===== config.mk =====
export PLATFORM = sky130hd
export DESIGN_NAME = crc_stream_engine
export DESIGN_NICKNAME = d
export VERILOG_FILES = /design/src/rtl/crc_stream_engine_pkg.sv /design/src/rtl/crc_stream_engine_step.sv /design/src/rtl/crc_stream_engine.sv
export SDC_FILE = /design/constraint.sdc
export NUM_CORES = 1
export LEC_CHECK = 0
export BUFFER_PORTS_ARGS = -buffer_cell sky130_fd_sc_hd__clkbuf_2
export CORE_MARGIN = 2
export CORE_UTILIZATION = 40
export DETAILED_ROUTE_END_ITERATION = 10
export PLACE_DENSITY = 0.66
export SETUP_SLACK_MARGIN = 0.1
export SLEW_MARGIN = 5
export SYNTH_ARGS = -nofsm -noshare
export SYNTH_HDL_FRONTEND = slang
export SYNTH_SLANG_ARGS = --single-unit

===== constraint.sdc =====
create_clock -name i_clk -period 6.1 [get_ports i_clk]
set_clock_uncertainty 0.05 [all_clocks]
set_input_delay 0.305 -clock i_clk [delete_from_list [all_inputs] [get_ports i_clk]]
set_output_delay 0.305 -clock i_clk [all_outputs]
set_load 0.02 [all_outputs]

===== src/rtl/crc_stream_engine_pkg.sv =====
`default_nettype none
// ============================================================================
// Module      : crc_pkg
// Description : Shared types, constants and bit-reflection helpers for the
//               parametrised CRC stream engine.
// Revision    : 1.0 - initial release
// ============================================================================
package crc_pkg;

  // Width of the per-frame word counter (saturating)
  localparam int CNT_W = 16;

  // Commonly used generator polynomials (implicit top bit omitted)
  localparam logic [15:0] CRC16_CCITT = 16'h1021;
  localparam logic [15:0] CRC16_IBM   = 16'h8005;
  localparam logic [31:0] CRC32       = 32'h04C11DB7;

  // Frame FSM: waiting for sop, accumulating a frame, holding a result
  typedef enum logic [1:0] {
    IDLE  = 2'd0,
    ACCUM = 2'd1,
    HOLD  = 2'd2
  } state_e;

  // Bit-reverse one byte
  function automatic logic [7:0] reflect8(input logic [7:0] b);
    logic [7:0] r;
    for (int i = 0; i < 8; i++) r[i] = b[7-i];
    return r;
  endfunction

  // Bit-reverse the low w bits of v; bits at and above w are returned as 0
  function automatic logic [31:0] reflect_crc(input logic [31:0] v, input int w);
    logic [31:0] r;
    r = '0;
    for (int i = 0; i < 32; i++) begin
      if (i < w) r[i] = v[5'(w - 1 - i)];
    end
    return r;
  endfunction

endpackage
`default_nettype wire


===== src/rtl/crc_stream_engine_step.sv =====
`default_nettype none
// ============================================================================
// Module      : crc_step
// Description : Combinational CRC update over one DATA_W-bit word. Bytes are
//               consumed most-significant byte first; each byte is optionally
//               bit-reflected before being shifted in MSB first.
// Revision    : 1.0 - initial release
// ============================================================================
module crc_step
  import crc_pkg::*;
#(
  parameter int               CRC_W  = 16,
  parameter int               DATA_W = 16,
  parameter logic [CRC_W-1:0] POLY   = CRC_W'(16'h1021),
  parameter bit               REFIN  = 1'b0
) (
  input  logic [CRC_W-1:0]  crc_i,
  input  logic [DATA_W-1:0] data_i,
  output logic [CRC_W-1:0]  crc_o
);

  localparam int NBYTES = DATA_W / 8;

  logic [CRC_W-1:0] c;
  logic [7:0]       b;
  logic             fb;

  // Unrolled bit-serial LFSR: every byte of the word in one cycle
  always_comb begin
    c  = crc_i;
    b  = '0;
    fb = 1'b0;
    for (int k = NBYTES - 1; k >= 0; k--) begin
      b = data_i[k*8 +: 8];
      if (REFIN) b = reflect8(b);
      for (int j = 7; j >= 0; j--) begin
        fb = c[CRC_W-1] ^ b[j];
        c  = {c[CRC_W-2:0], 1'b0};
        if (fb) c = c ^ POLY;
      end
    end
    crc_o = c;
  end

endmodule
`default_nettype wire


===== src/rtl/crc_stream_engine.sv =====
`default_nettype none
// ============================================================================
// Module      : crc_stream_engine
// Description : Frame-based CRC engine with valid/ready input and a held,
//               back-pressurable result. Optional macro CRC_CHECK_EN adds a
//               residue comparator and the o_crc_ok output.
// Revision    : 1.0 - initial release
// ============================================================================
module crc_stream_engine
  import crc_pkg::*;
#(
  parameter int               CRC_W   = 16,
  parameter int               DATA_W  = 16,
  parameter logic [CRC_W-1:0] POLY    = CRC_W'(16'h1021),
  parameter logic [CRC_W-1:0] INIT    = CRC_W'(16'hFFFF),
  parameter logic [CRC_W-1:0] XOR_OUT = CRC_W'(16'h0000),
  parameter bit               REFIN   = 1'b0,
  parameter bit               REFOUT  = 1'b0
`ifdef CRC_CHECK_EN
  ,
  parameter logic [CRC_W-1:0] RESIDUE = '0
`endif
) (
  input  logic              i_clk,
  input  logic              i_rst,
  input  logic              i_din_valid,
  output logic              o_din_ready,
  input  logic [DATA_W-1:0] i_din,
  input  logic              i_din_sop,
  input  logic              i_din_eop,
  output logic              o_dout_valid,
  input  logic              i_dout_ready,
  output logic [CRC_W-1:0]  o_dout,
  output logic [CNT_W-1:0]  o_word_cnt,
`ifdef CRC_CHECK_EN
  output logic              o_crc_ok,
`endif
  output logic              o_busy
);

  state_e           state_q, state_d;
  logic [CRC_W-1:0] crc_q, crc_d;
  logic [CNT_W-1:0] cnt_q, cnt_d;
  logic [CRC_W-1:0] dout_q;
  logic [CNT_W-1:0] word_cnt_q;
  logic             w_accept;
  logic             w_load;
  logic [CRC_W-1:0] w_seed;
  logic [CRC_W-1:0] w_step;
  logic [CRC_W-1:0] w_result;
  logic [CNT_W-1:0] w_cnt_inc;

  assign o_din_ready  = (state_q != HOLD);
  assign o_dout_valid = (state_q == HOLD);
  assign o_busy       = (state_q != IDLE);
  assign o_dout       = dout_q;
  assign o_word_cnt   = word_cnt_q;
  assign w_accept     = i_din_valid & o_din_ready;

  // A sop word always starts from the seed, aborting any partial frame
  assign w_seed    = i_din_sop ? INIT : crc_q;
  assign w_cnt_inc = (cnt_q == {CNT_W{1'b1}}) ? cnt_q : cnt_q + 1'b1;

  crc_step #(
    .CRC_W  (CRC_W),
    .DATA_W (DATA_W),
    .POLY   (POLY),
    .REFIN  (REFIN)
  ) u_step (
    .crc_i  (w_seed),
    .data_i (i_din),
    .crc_o  (w_step)
  );

  // Next-state, CRC and counter update; w_load marks entry into HOLD
  always_comb begin
    state_d = state_q;
    crc_d   = crc_q;
    cnt_d   = cnt_q;
    w_load  = 1'b0;
    case (state_q)
      IDLE: begin
        if (w_accept && i_din_sop) begin
          crc_d   = w_step;
          cnt_d   = CNT_W'(1);
          state_d = i_din_eop ? HOLD : ACCUM;
          w_load  = i_din_eop;
        end
      end
      ACCUM: begin
        if (w_accept) begin
          crc_d = w_step;
          cnt_d = i_din_sop ? CNT_W'(1) : w_cnt_inc;
          if (i_din_eop) begin
            state_d = HOLD;
            w_load  = 1'b1;
          end
        end
      end
      HOLD: begin
        if (i_dout_ready) state_d = IDLE;
      end
      default: state_d = IDLE;
    endcase
  end

  // Output transform: optional whole-register reflection, then final XOR
  always_comb begin
    w_result = (REFOUT ? CRC_W'(reflect_crc(32'(crc_d), CRC_W)) : crc_d) ^ XOR_OUT;
  end

  // FSM, running CRC and running word count
  always_ff @(posedge i_clk or posedge i_rst) begin
    if (i_rst) begin
      state_q <= IDLE;
      crc_q   <= INIT;
      cnt_q   <= '0;
    end else begin
      state_q <= state_d;
      crc_q   <= crc_d;
      cnt_q   <= cnt_d;
    end
  end

  // Result registers, captured once per frame and stable throughout HOLD
  always_ff @(posedge i_clk or posedge i_rst) begin
    if (i_rst) begin
      dout_q     <= '0;
      word_cnt_q <= '0;
    end else if (w_load) begin
      dout_q     <= w_result;
      word_cnt_q <= cnt_d;
    end
  end

`ifdef CRC_CHECK_EN
  logic crc_ok_q;
  assign o_crc_ok = crc_ok_q;

  // Residue check on the raw register, before reflection and final XOR
  always_ff @(posedge i_clk or posedge i_rst) begin
    if (i_rst) begin
      crc_ok_q <= 1'b0;
    end else if (w_load) begin
      crc_ok_q <= (crc_d == RESIDUE);
    end
  end
`endif

endmodule
`default_nettype wire

==> implementation parameters <==
Parameter                              Value

Outcome
  Status ... complete, no violations

Final layout
  Most common cell after layout, fill and taps aside ... clkbuf_2
  Filler instances ... 809
  Final net count ... 420
  Share of layout cells above drive strength 1 ... 0.3433
  Commonest non-fill, non-tap cells in the layout ... clkbuf_2 (56), dfrtp_1 (50), nor2_1 (43)
  Layout-stage area growth over the synthesis result ... 16.00%
  Antenna Diode Count ... 0

Synth
  Synth Register Bits ... 66
  Library cells used by synthesis ... 40
  Average size of a mapped cell ... 10.64 um^2
  Mapped cell area ... 3628 um^2
  Syn_nets ... 364
  Synthesized netlist cell count ... 341
  Portion of the post-synthesis area used by sequential elements ... 0.4607
  Number of synthesis warnings ... 0

CTS
  Hold Buf Count CTS ... 0
  H-tree depth ... 3
  Clock Latency Late Sink ... 0.34 ns
  Number of clock sinks ... 66
  Post_cts resized ... 0
  Clock transition at path regs ... 0.07 ns
  Post-CTS setup buffer count ... 0
  Bufs on Longest Clock Path ... 2
  Clock Tree Root ... clkbuf_8
  Cts bufs inserted ... 9
  CTS tree ... built

Run
  Max-cap violations ... 0

Floorplanning
  Die W ... 99.24 um
  Die Footprint ... 9849 um^2
  Initial Util ... 0.4140
  Placeable core area ... 8763 um^2
  Io pins ... 57
  Chip Height ... 99.24 um
  Row cnt ... 34

Critical path
  Worst-case register-to-register setup slack ... 3.15 ns
  Data required, critical path ... 6.28 ns
  Critical path origin ... state_q[0]
  Crit Reg-Reg Endpoint ... o_dout[2]
  Cell breakdown of the critical path ... nor2_1 -> nor2_2 -> nand2_1 -> buf_4 -> mux2_2
  Critical path class ... reg2reg
  CP endpoint ... o_dout[2]
  Worst R2R Path Depth ... 5
  Highest-delay cell along the critical path ... nand2_1
  FF-to-FF Start ... state_q[0]
  Maximum fanout count along the critical path ... 21
  Largest stage delay on the critical path ... 0.70 ns
  Nature of the critical path endpoint ... flop
  Type of element launching the critical path ... flop
  Arrival time at the worst endpoint ... 3.13 ns

Route
  Post-route ant nets ... 0
  Post-detailed-routing wire length ... 7.804 mm
  Number of violations reported at the end of detailed-routing iteration 0 ... 102
  Per-cell routed wire length ... 15.30 um
  Drt via density ... 5.182
  DRC viols ... 0
  Router iterations before antenna repair ... 4
  Via count ... 2643

Global routing
  Maximum number of pins on one net before global-route repair ... 67
  Overall fraction of global-route tracks in use ... 0.1674
  Congestion Overflow GR ... 0
  Antenna violations before repair ... 0
  Via count of the first global-routing pass ... 2688
  First-pass GRT wire length ... 13.21 mm

STA
  Endpoints failing hold ... 0
  Setup repair after global routing missed its margin ... false
  Max frequency ... 339.1 MHz
  Final worst path period need ... 2.949 ns
  Post-Route Setup TNS ... 0 ns
  Post-route setup slack ... 3.151 ns
  Final worst-path cycle share ... 0.4834
  Worst rel slew slack ... 0.4593
  Max-slew violations ... 0
  Setup violations, final ... 0
  Slew at the pin closest to its max-slew limit ... 0.8090 ns

Worst hold path
  Worst hold path stage count ... 2
  Min-delay worst type ... in2reg

Place
  Half-perimeter wire length after placement ... 5.636 mm
  Final weighted congestion in routability-driven placement ... 0.7687
  # port buffers ... 56
  Dpl ws ... 2.852 ns

Pwr
  Static Leakage ... 1.890 nW
  Worst ir drop on vdd ... 0.0001809 V
  Power density cells ... 525.9 nW/um^2
## sequential cells by signal (all words and copies together), names as in the netlist
register,cells
cnt_q,16
crc_q,16
o_dout,16
o_word_cnt,16
state_q,2
## cells by family (layout without fill, tap and decap cells)
group,after synthesis,in the layout,synth area share
AOI/OAI and AO/OA,53,53,0.08897
xor gates and xnor gates,59,59,0.1776
adders and majority gates,1,1,0.003448
buffers and inverters,16,77,0.01896
DFF,66,66,0.4607
muxes,34,34,0.1052
and+or+nand+nor,112,112,0.1452
## worst max-delay path: cells and delay by family (launching register included)
kind	cells	cell delay, ns
AND/OR/NAND/NOR	3	1.55
flip-flops	1	0.48
buffers and inverters	1	0.45
multiplexers	1	0.29
## metal layers
| layer | vias up | share of wire | track usage |
|---|---|---|---|
| met5 | - | 0 | 0 |
| met4 | 0 | 0.010 | 0.04110 |
| met3 | 11 | 0.040 | 0.03654 |
| met2 | 51 | 0.48 | 0.2708 |
| met1 | 1299 | 0.47 | 0.2308 |
| li1 | 1282 | - | - |
## final cells by class
| class | count | area [um^2] | area share |
|---|---|---|---|
| clock inverter | 2 | 35.03 | 0.008323 |
| tap | 108 | 135.1 | 0.03210 |
| multi-input combinational | 259 | 1888 | 0.4486 |
| clock buffer | 14 | 172.7 | 0.04102 |
| sequential | 66 | 1672 | 0.3971 |
| timing repair buffer | 58 | 295.3 | 0.07015 |
| inverter | 3 | 11.26 | 0.002675 |
## synthesized netlist by cell type, drive strengths merged
cell	count	area (um^2)
dfstp	16	420.4
a21oi	9	45.04
a21o	1	7.510
o21bai	1	7.510
or3	1	6.260
nand2	27	101.4
mux2i	1	10.01
and3	5	31.28
nand2b	3	18.77
xor2	17	156.4
xnor3	5	115.1
mux2	33	371.6
nor2	47	186.4
and2	3	18.77
dfrtp	50	1251
buf	7	35.03
xnor2	37	372.9
ha	1	12.51
o21ai	22	110.1
or2	3	18.77
a31oi	1	6.260
a211oi	7	52.55
nand3	7	35.03
o211ai	2	15.01
nor3	3	15.01
nor4	1	12.51
a22o	3	26.28
nand4	6	37.54
o31ai	5	37.54
and4	3	26.28
nor2b	3	18.77
o21a	2	15.01
inv	3	11.26
clkbuf	6	22.52
## worst min-delay path by stage
stage              startpoint        endpoint  slack, ns
3_3_place_gp   o_word_cnt[14]  o_word_cnt[14]       0.43
6_report         i_dout_ready      state_q[1]       0.10
5_1_grt          i_dout_ready      state_q[1]       0.09
2_1_floorplan       i_din_eop      state_q[0]       0.35
4_1_cts          i_dout_ready      state_q[1]       0.10
3_5_place_dp   o_word_cnt[14]  o_word_cnt[14]       0.43
## power by group
group	total [mW]	internal (mW)	switching [mW]	leakage, nW
Combinational	1.10	0.520	0.583	0.963
Sequential	0.722	0.616	0.106	0.820
Clock	0.389	0.222	0.167	0.107
Total	2.21	1.36	0.855	1.89
## stage by stage
| stage | std cells | utilization | hold slack [ns] | total power, mW | cell area (um^2) |
|---|---|---|---|---|---|
| floorplan | 341 | - | 0.3457 | 1.573 | 3628 |
| detailed placement | 494 | 0.4566 | 0.4253 | 1.846 | 4001 |
| global placement | 494 | 0.4566 | 0.4250 | 1.828 | 4001 |
| global route | 510 | 0.4803 | 0.09094 | 2.372 | 4209 |
| CTS | 510 | 0.4803 | 0.1005 | 2.241 | 4209 |
| finish | 510 | 0.4803 | 0.1045 | 2.213 | 4209 |
(Power assumes the default switching activity.)
